--- config.mk ---
export PLATFORM = sky130hd
export DESIGN_NAME = cct_update_scheduler_flat
export DESIGN_NICKNAME = d
export VERILOG_FILES = /design/src/rtl/cct_update_scheduler_if.sv /design/src/rtl/cct_update_scheduler.sv /design/src/flat_wrapper.sv
export SDC_FILE = /design/constraint.sdc
export NUM_CORES = 1
export LEC_CHECK = 0
export BUFFER_PORTS_ARGS = -buffer_cell sky130_fd_sc_hd__buf_2
export CORE_MARGIN = 5
export CORE_UTILIZATION = 30
export CTS_CLUSTER_SIZE = 14
export DETAILED_ROUTE_END_ITERATION = 6
export GPL_TIMING_DRIVEN = 0
export PLACE_DENSITY = 0.47
export REMOVE_ABC_BUFFERS = 1
export SLEW_MARGIN = 0
export SYNTH_ARGS = -nofsm -noshare
export SYNTH_HDL_FRONTEND = slang
export SYNTH_SLANG_ARGS = --single-unit
--- constraint.sdc ---
create_clock -name clk -period 5.3 [get_ports clk]
set_input_delay 1.06 -clock clk [delete_from_list [all_inputs] [get_ports clk]]
set_output_delay 1.06 -clock clk [all_outputs]
set_load 0.005 [all_outputs]
--- src/rtl/cct_update_scheduler_if.sv ---
// Scheduler-facing bundle: ALS samples in, converter handshake, committed white point out.
// No backpressure anywhere; every strobe is a single-cycle pulse.
interface cct_update_scheduler_if;
    logic [15:0] als_cct;
    logic        als_valid;
    logic        frame_sync;
    logic        err_clr;
    logic [15:0] conv_cct;
    logic        conv_start;
    logic [95:0] conv_xyz;
    logic        conv_xyz_valid;
    logic [95:0] xyz_out;
    logic        xyz_update;
    logic        busy;
    logic        timeout_err;
    logic        err_sticky;

    // scheduler side
    modport slave (
        input  als_cct, als_valid, frame_sync, err_clr, conv_xyz, conv_xyz_valid,
        output conv_cct, conv_start, xyz_out, xyz_update, busy, timeout_err, err_sticky
    );

    // sensor / converter / video-timing side
    modport master (
        output als_cct, als_valid, frame_sync, err_clr, conv_xyz, conv_xyz_valid,
        input  conv_cct, conv_start, xyz_out, xyz_update, busy, timeout_err, err_sticky
    );
endinterface

--- src/rtl/cct_update_scheduler.sv ---
// Filters CCT samples and runs one supervised conversion at a time; commits XYZ on frame_sync.
// conv_start 2 cycles after a qualifying sample; xyz_update 1 cycle after frame_sync; no backpressure.
module cct_update_scheduler #(
    parameter int HYST_K       = 100,
    parameter int MIN_INTERVAL = 1024,
    parameter int TIMEOUT      = 16
) (
    input  logic                   clk,
    input  logic                   rst_n,
    cct_update_scheduler_if.slave  bus
);
    localparam int CD_W = $clog2(MIN_INTERVAL + 1);
    localparam int WT_W = $clog2(TIMEOUT + 1);
    localparam logic [CD_W-1:0] CD_LOAD = CD_W'(MIN_INTERVAL);
    localparam logic [WT_W-1:0] WT_LAST = WT_W'(TIMEOUT - 1);
    localparam logic [15:0]     HYST    = 16'(HYST_K);
    localparam logic [95:0]     XYZ_D65 = {32'h000116BD, 32'h00010000, 32'h0000F352};

    typedef enum logic [1:0] {IDLE, WAIT, COMMIT} state_t;

    state_t          state;
    logic [15:0]     pending;
    logic            pending_full;
    logic [15:0]     last_cct;
    logic            have_ref;
    logic [CD_W-1:0] cooldown;
    logic [WT_W-1:0] wait_cnt;
    logic [95:0]     shadow;

    logic [15:0]     cct_diff;
    logic            hyst_ok;
    logic            take_pending;

    always_comb begin
        cct_diff     = (pending >= last_cct) ? (pending - last_cct) : (last_cct - pending);
        hyst_ok      = !have_ref || (cct_diff >= HYST);
        take_pending = (state == IDLE) && pending_full && (cooldown == '0);
    end

    always_ff @(posedge clk or negedge rst_n) begin
        if (!rst_n) begin
            state           <= IDLE;
            pending         <= '0;
            pending_full    <= 1'b0;
            last_cct        <= '0;
            have_ref        <= 1'b0;
            cooldown        <= '0;
            wait_cnt        <= '0;
            shadow          <= '0;
            bus.conv_cct    <= '0;
            bus.conv_start  <= 1'b0;
            bus.xyz_out     <= XYZ_D65;
            bus.xyz_update  <= 1'b0;
            bus.busy        <= 1'b0;
            bus.timeout_err <= 1'b0;
            bus.err_sticky  <= 1'b0;
        end else begin
            bus.conv_start  <= 1'b0;
            bus.xyz_update  <= 1'b0;
            bus.timeout_err <= 1'b0;

            if (cooldown != '0)
                cooldown <= cooldown - 1'b1;

            // A fresh sample always lands, even in the cycle the old one is consumed.
            if (bus.als_valid) begin
                pending      <= bus.als_cct;
                pending_full <= 1'b1;
            end else if (take_pending) begin
                pending_full <= 1'b0;
            end

            // A timeout below overrides this clear.
            if (bus.err_clr)
                bus.err_sticky <= 1'b0;

            case (state)
                IDLE: begin
                    if (take_pending && hyst_ok) begin
                        bus.conv_cct   <= pending;
                        bus.conv_start <= 1'b1;
                        wait_cnt       <= '0;
                        state          <= WAIT;
                        bus.busy       <= 1'b1;
                    end
                end
                WAIT: begin
                    wait_cnt <= wait_cnt + 1'b1;
                    if (bus.conv_xyz_valid) begin
                        shadow <= bus.conv_xyz;
                        state  <= COMMIT;
                    end else if (wait_cnt == WT_LAST) begin
                        bus.timeout_err <= 1'b1;
                        bus.err_sticky  <= 1'b1;
                        cooldown        <= CD_LOAD;
                        state           <= IDLE;
                        bus.busy        <= 1'b0;
                    end
                end
                COMMIT: begin
                    if (bus.frame_sync) begin
                        bus.xyz_out    <= shadow;
                        bus.xyz_update <= 1'b1;
                        last_cct       <= bus.conv_cct;
                        have_ref       <= 1'b1;
                        cooldown       <= CD_LOAD;
                        state          <= IDLE;
                        bus.busy       <= 1'b0;
                    end
                end
                default: begin
                    state    <= IDLE;
                    bus.busy <= 1'b0;
                end
            endcase
        end
    end
endmodule

--- src/flat_wrapper.sv ---
// flat-port wrapper written by rule: the top's interface ports become plain ports
module cct_update_scheduler_flat 
#(
    parameter int HYST_K       = 100,
    parameter int MIN_INTERVAL = 1024,
    parameter int TIMEOUT      = 16
)
  (clk, rst_n, bus_als_cct, bus_als_valid, bus_frame_sync, bus_err_clr, bus_conv_xyz, bus_conv_xyz_valid, bus_conv_cct, bus_conv_start, bus_xyz_out, bus_xyz_update, bus_busy, bus_timeout_err, bus_err_sticky);
  cct_update_scheduler_if bus_i ();
  input  logic clk;
  input  logic rst_n;
  input wire logic [$bits(bus_i.als_cct)-1:0] bus_als_cct;
  input wire logic [$bits(bus_i.als_valid)-1:0] bus_als_valid;
  input wire logic [$bits(bus_i.frame_sync)-1:0] bus_frame_sync;
  input wire logic [$bits(bus_i.err_clr)-1:0] bus_err_clr;
  input wire logic [$bits(bus_i.conv_xyz)-1:0] bus_conv_xyz;
  input wire logic [$bits(bus_i.conv_xyz_valid)-1:0] bus_conv_xyz_valid;
  output wire logic [$bits(bus_i.conv_cct)-1:0] bus_conv_cct;
  output wire logic [$bits(bus_i.conv_start)-1:0] bus_conv_start;
  output wire logic [$bits(bus_i.xyz_out)-1:0] bus_xyz_out;
  output wire logic [$bits(bus_i.xyz_update)-1:0] bus_xyz_update;
  output wire logic [$bits(bus_i.busy)-1:0] bus_busy;
  output wire logic [$bits(bus_i.timeout_err)-1:0] bus_timeout_err;
  output wire logic [$bits(bus_i.err_sticky)-1:0] bus_err_sticky;
  assign bus_i.als_cct = bus_als_cct;
  assign bus_i.als_valid = bus_als_valid;
  assign bus_i.frame_sync = bus_frame_sync;
  assign bus_i.err_clr = bus_err_clr;
  assign bus_i.conv_xyz = bus_conv_xyz;
  assign bus_i.conv_xyz_valid = bus_conv_xyz_valid;
  assign bus_conv_cct = bus_i.conv_cct;
  assign bus_conv_start = bus_i.conv_start;
  assign bus_xyz_out = bus_i.xyz_out;
  assign bus_xyz_update = bus_i.xyz_update;
  assign bus_busy = bus_i.busy;
  assign bus_timeout_err = bus_i.timeout_err;
  assign bus_err_sticky = bus_i.err_sticky;
  cct_update_scheduler #(.HYST_K(HYST_K), .MIN_INTERVAL(MIN_INTERVAL), .TIMEOUT(TIMEOUT)) u_core (.clk(clk), .rst_n(rst_n), .bus(bus_i));
endmodule
# Word-level counts from Yosys, hierarchy flattened

Index checks and enable logic that the tools add are counted.

Add/sub/neg operators: 4
Reduce and logical (&&, ||, !) cells: 16
Mux-type cells: 31
Order comparisons: 2
Equal/unequal tests: 8

Operators with widths:

| cell                                                                                 | number |
|---|---|
| 11-bit 2-to-1 mux                                                                    | 4 |
| 16-bit subtractor                                                                    | 2 |
| 11-bit case mux with 2 select lines                                                  | 1 |
| 1-bit 2-to-1 mux                                                                     | 17 |
| 16-bit greater-or-equal comparator                                                   | 1 |
| 16-bit by 7-bit greater-or-equal comparator with 1-bit output, second input constant | 1 |
| 16-bit 2-to-1 mux                                                                    | 1 |
| 11-bit zero test                                                                     | 1 |
| 11-bit nonzero test                                                                  | 1 |
| 11-bit by 1-bit subtractor with 11-bit output, second input constant                 | 1 |
| 5-bit case mux with 2 select lines                                                   | 1 |
| 2-bit 2-to-1 mux                                                                     | 4 |
| 2-bit AND reduction                                                                  | 4 |
| 2-bit inequality test, second input constant                                         | 3 |
| 2-bit case mux with 3 select lines                                                   | 1 |
| 5-bit by 1-bit adder with 5-bit output, second input constant                        | 1 |
| 5-bit by 4-bit == test with 1-bit output, second input constant                      | 1 |
| 5-bit 2-to-1 mux                                                                     | 1 |
| 4-bit AND reduction                                                                  | 1 |
| 2-bit nonzero test                                                                   | 2 |
| 1-bit logical AND                                                                    | 3 |
| 3-bit by 2-bit inequality test with 1-bit output, second input constant              | 1 |
| 1-bit case mux with 3 select lines                                                   | 1 |
| 3-bit AND reduction                                                                  | 1 |
| 6 further kinds                                                                      | 6 |

Logic and storage cells: 76
Input port bits: 118
Flip-flop bits (word level): 265
Output and inout bits: 117

# Depth between registers and ports, before layout

Depth after elaboration: 7
Depth in mapped cells: 15
Depth with buffers taken out: 14

# Least setup slack after synthesis

OpenSTA, ideal clock, no wires.

Path kind: register to register
Start: register u_core.pending[0]
End: register u_core.wait_cnt[2]
Arrival: 3282 ps
Stages on the path, launching flop included: 15
Clock period less this slack: 3408 ps
Buffers on the path: 0
Library setup time: 126 ps
Data required time: 5174 ps
Setup slack: 1892 ps
Cells stage by stage: dfrtp_1 > inv_1 > ha_1 > inv_1 > fa_1 > nand3_1 > nand3_2 > a221oi_4 > a21boi_1 > or3_4 > a211oi_4 > o2111ai_4 > o311ai_4 > nand2_1 > a221o_1

Cells in the longest elaborated chain, start to end: 7
Elaborated cells on any way between the ends: 9
Classes of those cells: 2 x add/sub; 2 x order compare; 1 x eq/ne; 1 x mux; 3 x reduce/logical

Ends and longest elaborated chain:

| what                                                                           | RTL line                   | source |
|---|---|---|
| from (decl)                                                                    | cct_update_scheduler.sv:22 | `logic [15:0] pending;` |
| from (signal assigned)                                                         | cct_update_scheduler.sv:67 | `pending <= bus.als_cct;` |
| 16-bit subtractor / 16-bit greater-or-equal comparator (equally long branches) | cct_update_scheduler.sv:35 | `cct_diff = (pending >= last_cct) ? (pending - last_cct) : (last_cct - pending);` |
| 16-bit 2-to-1 mux (*)                                                          | cct_update_scheduler.sv:35 |  |
| 16-bit by 7-bit greater-or-equal comparator with 1-bit output (*)              | cct_update_scheduler.sv:36 | `hyst_ok = !have_ref \|\| (cct_diff >= HYST);` |
| 1-bit logical OR (*)                                                           | cct_update_scheduler.sv:36 |  |
| 1-bit logical AND (*)                                                          | cct_update_scheduler.sv:79 | `if (take_pending && hyst_ok) begin` |
| 2-bit inequality test (no line) (*)                                            | n/a                        |  |
| 2-bit AND reduction (no line) (*)                                              | n/a                        |  |
| to (signal assigned)                                                           | cct_update_scheduler.sv:88 | `wait_cnt <= wait_cnt + 1'b1;` |
| to (decl)                                                                      | cct_update_scheduler.sv:27 | `logic [WT_W-1:0] wait_cnt;` |

Every way passes the cells marked *; elsewhere a longest branch is shown, timed or not.
A chain may end at the register's enable or synchronous reset.

# Worst setup path in the final report

Start: register u_core.pending[0]
End: register u_core.bus.conv_cct[15]

Cells in the longest elaborated chain, start to end: 6
Elaborated cells on any way between the ends: 8
Classes of those cells: 2 x add/sub; 2 x order compare; 1 x mux; 3 x reduce/logical

Ends and longest elaborated chain:

| what                                                                           | RTL line                      | source |
|---|---|---|
| 16-bit subtractor / 16-bit greater-or-equal comparator (equally long branches) | cct_update_scheduler.sv:35    |  |
| 16-bit 2-to-1 mux (*)                                                          | cct_update_scheduler.sv:35    |  |
| 16-bit by 7-bit greater-or-equal comparator with 1-bit output (*)              | cct_update_scheduler.sv:36    |  |
| 1-bit logical OR (*)                                                           | cct_update_scheduler.sv:36    |  |
| 1-bit logical AND (*)                                                          | cct_update_scheduler.sv:79    |  |
| 2-bit AND reduction (no line) (*)                                              | n/a                           |  |
| to (signal assigned)                                                           | cct_update_scheduler.sv:80    | `bus.conv_cct <= pending;` |
| to (decl)                                                                      | cct_update_scheduler_if.sv:21 | `output conv_cct, conv_start, xyz_out, xyz_update, busy, timeout_err, err_sticky` |

Marked as above.

==> flow_metrics.env <==
export IMPL_drcViolationCount=0
export IMPL_initialDrtViolationCount=322
export IMPL_p_sw_w=0.00101
export IMPL_yosys_area_share_simple=0.0649
export IMPL_globalplace_congestion=0.826
export IMPL_syn_to_final_growth_pct=24.0
export IMPL_synth_most_common_cell="dfrtp_1"
export IMPL_grt_max_degree=98
export IMPL_worstHoldPathType="primary input to asynchronous set/reset pin"
export IMPL_dp_cells=1669
export IMPL_fin_cells=1729
export IMPL_synth_common_cells="dfrtp_1 (245), mux2_2 (194), nand2_1 (64)"
export IMPL_path_clk_slew_ns=0.06
export IMPL_clkSinkCount=265
export IMPL_critPathMaxFanout=17
export IMPL_rsz0062_at_grt="no"
export IMPL_fp_dieH_microns=209
export IMPL_synthAdderAreaFrac=0.0421
export IMPL_pin_count=235
export IMPL_design_area_sq_um=14800
export IMPL_nets=1334
export IMPL_io_buffers=234
export IMPL_fp_row_count=73
export IMPL_layout_drive_gt1_share=0.433
export IMPL_final_hold_violation_count=0
export IMPL_crit_arrival_ns=4.75
export IMPL_hpwlAfterDp_mm=20.9
export IMPL_skew_ns=0.00979
export IMPL_cts_buffers=31
export IMPL_end_kind="flip-flop"
export IMPL_core_area_sq_um=39500
export IMPL_sw_frac_of_total=0.226
export IMPL_p_int_w=0.00345
export IMPL_rrSetupSlack_ns=1.0
export IMPL_wl_per_cell_microns=17.1
export IMPL_worst_pin_slew_ns=0.923
export IMPL_yosysTopAreaCell="dfrtp_1"
export IMPL_max_freq_ghz=0.232
export IMPL_final_antenna_net_count=0
export IMPL_worstSkewPairLatency_ns=0.58
export IMPL_power_density_nw_per_um2=301
export IMPL_yosysWarnings=0
export IMPL_nFillCells=3949
export IMPL_vias_per_cell=4.61
export IMPL_seq_area_frac_synth=0.558
export IMPL_combPwrFrac=0.058
export IMPL_slew_violations=0
export IMPL_min_period_ns=4.30
export IMPL_seqPwrFrac=0.458
export IMPL_cts_buffer_depth=3
export IMPL_cts_post_setup_buffers_inserted=0
export IMPL_cts_hold_buf=0
export IMPL_num_vias=7966
export IMPL_synth_ff_type="dfrtp_1"
export IMPL_root_buffer="clkbuf_16"
export IMPL_ys_types=77
export IMPL_clkPwrFrac=0.484
export IMPL_synth_mux_area_frac=0.184
export IMPL_cts_resized=0
export IMPL_synth_xor_area_frac=0.0117
export IMPL_fin_tns_setup_ns=0
export IMPL_setup_viol=0
export IMPL_drv_cap=0
export IMPL_die_width_microns=209
export IMPL_synth_compound_area_frac=0.108
export IMPL_grt_pass1_wl_mm=47.9
export IMPL_critPathLaunchType="flip-flop"
export IMPL_synthArstFlopShare=1.00
export IMPL_grt_use_total=0.134
export IMPL_period_share=0.812
export IMPL_wirelength_mm=29.6
export IMPL_dpl_cell_area_sq_um=13800
export IMPL_synth_top_area_share=0.514
export IMPL_synth_cells=949
export IMPL_p_leak_nw=7.59
export IMPL_syn_cell_area_sq_um=11900
export IMPL_syn_mean_instance_area_sq_um=12.6
export IMPL_synth_top_cells_by_area="dfrtp_1 (51%), mux2_2 (18%), dfstp_2 (4.4%), ha_1 (3.9%), nand2_1 (2.0%)"
export IMPL_worstSetupPathType="flip-flop to flip-flop"
export IMPL_gr_total_overflow=0
export IMPL_cts_tree="built"
export IMPL_initial_core_util=0.302
export IMPL_critPathRequiredTime_ns=5.75
export IMPL_vdd_drop_max_v=0.000242
export IMPL_final_util=0.374
export IMPL_grt_pass1_vias=8526
export IMPL_antenna_found_initial=11
export IMPL_relSlewSlack=0.382
export IMPL_htreeDepth=1
export IMPL_status="finished, final reports clean"
export IMPL_whs_ns=0.463
export IMPL_design_die_area_sq_um=43900
export IMPL_synth_edf_count=0
export IMPL_drtPass1Iterations=4
export IMPL_synth_top_family_by_area="multiplexers"
export IMPL_synth_seq_cells=265
## flip-flops by register name, summed over array words and instances (netlist names)
signal                  count
u_core.bus.busy             1
u_core.bus.conv_cct        16
u_core.bus.conv_start       1
u_core.bus.err_sticky       1
u_core.bus.timeout_err      1
u_core.bus.xyz_out         96
u_core.bus.xyz_update       1
u_core.cooldown            11
u_core.have_ref             1
u_core.last_cct            16
u_core.pending             16
u_core.pending_full         1
u_core.shadow              96
u_core.state                2
u_core.wait_cnt             5
## path summary, 6_finish.rpt
check                                   from                 endpoint  depth (start not counted)
max                        u_core.pending[0]  u_core.bus.conv_cct[15]                         14
min                                    rst_n   u_core.bus.conv_cct[0]                          1
max reg2reg                u_core.pending[0]  u_core.bus.conv_cct[15]                         14
min in group clk             u_core.have_ref          u_core.have_ref                          2
min reg2reg                  u_core.have_ref          u_core.have_ref                          2
max in group asynchronous              rst_n    u_core.bus.xyz_out[6]                          3
## cells by family (layout without fill, tap and decap cells)
kind of cell,after synthesis,after routing
fa+ha+maj,39,39
mux,195,195
other cells,0,2
buf+inv,93,346
simple gates,158,158
xor+xnor,16,16
compound gates,183,183
flops,265,265
## stage by stage
step,total power (W),setup WS (ns)
floorplan,0.00221,0.844
global placement,0.00233,-1.99
detailed placement,0.00234,0.928
CTS,0.00456,0.906
global route,0.00467,0.678
finish,0.00446,0.998
## cell usage in the layout, fill, tap and decap left out, types with 6 or more instances in the layout
| cell type | netlist | routed |
|---|---|---|
| nor2_1 | 25 | 25 |
| a211oi_1 | 11 | 11 |
| dfrtp_1 | 245 | 245 |
| nand2b_1 | 6 | 6 |
| or3_1 | 8 | 8 |
| clkbuf_1 | 21 | 14 |
| nand4_1 | 7 | 7 |
| o21ai_0 | 47 | 47 |
| clkbuf_8 | 0 | 6 |
| inv_1 | 47 | 47 |
| buf_16 | 0 | 6 |
| nand3_1 | 6 | 6 |
| clkbuf_16 | 0 | 31 |
| buf_2 | 11 | 233 |
| mux2_2 | 194 | 194 |
| a21o_1 | 17 | 17 |
| xnor2_1 | 12 | 12 |
| o21a_1 | 9 | 9 |
| nor3_1 | 11 | 11 |
| nand2_1 | 64 | 63 |
| o21ai_1 | 18 | 18 |
| dfstp_2 | 20 | 20 |
| a21oi_1 | 30 | 30 |
| ha_1 | 37 | 37 |
## area by class of cell
class / count / area (sq um) / area share
Timing Repair Buffer: 240 / 1350 / 0.0910
Clock inverter: 7 / 125 / 0.00845
Inverter: 48 / 185 / 0.0125
Antenna cell: 2 / 5.00 / 0.000338
Multi-Input combinational cell: 591 / 4910 / 0.332
Tap cell: 525 / 657 / 0.0444
Sequential cell: 265 / 6660 / 0.450
Clock buffer: 51 / 911 / 0.0615
## metal layers
layer  global-route usage  wire length (microns)  vias up
li1                     -                      -     3827
met3               0.0550                   2570       51
met5                    0                     98        -
met4               0.0286                    494       16
met2                0.214                  13600      170
met1                0.170                  12900     3902
## power by group through the flow
stage	Combinational, W	Clock (W)	Sequential, W
after floorplan	0.000133	0	0.00208
after global placement	0.000255	0	0.00208
after detailed placement	0.000264	0	0.00208
after CTS	0.000265	0.00226	0.00204
after global routing	0.000294	0.00233	0.00204
final	0.000257	0.00216	0.00204
## critical path: stages (launching register included)
cell       delay (ns)
dfrtp_1          0.38
inv_1            0.09
ha_1             0.18
inv_1            0.06
fa_1             0.39
nand3_1          0.21
nand3_2          0.15
a221oi_4         0.40
a21boi_1         0.13
or3_4            0.40
a211oi_4         0.32
o2111ai_4        0.17
o311ai_4         0.75
buf_16           0.23
mux2_1           0.32
Note: power is estimated with default switching activity, not from simulation.
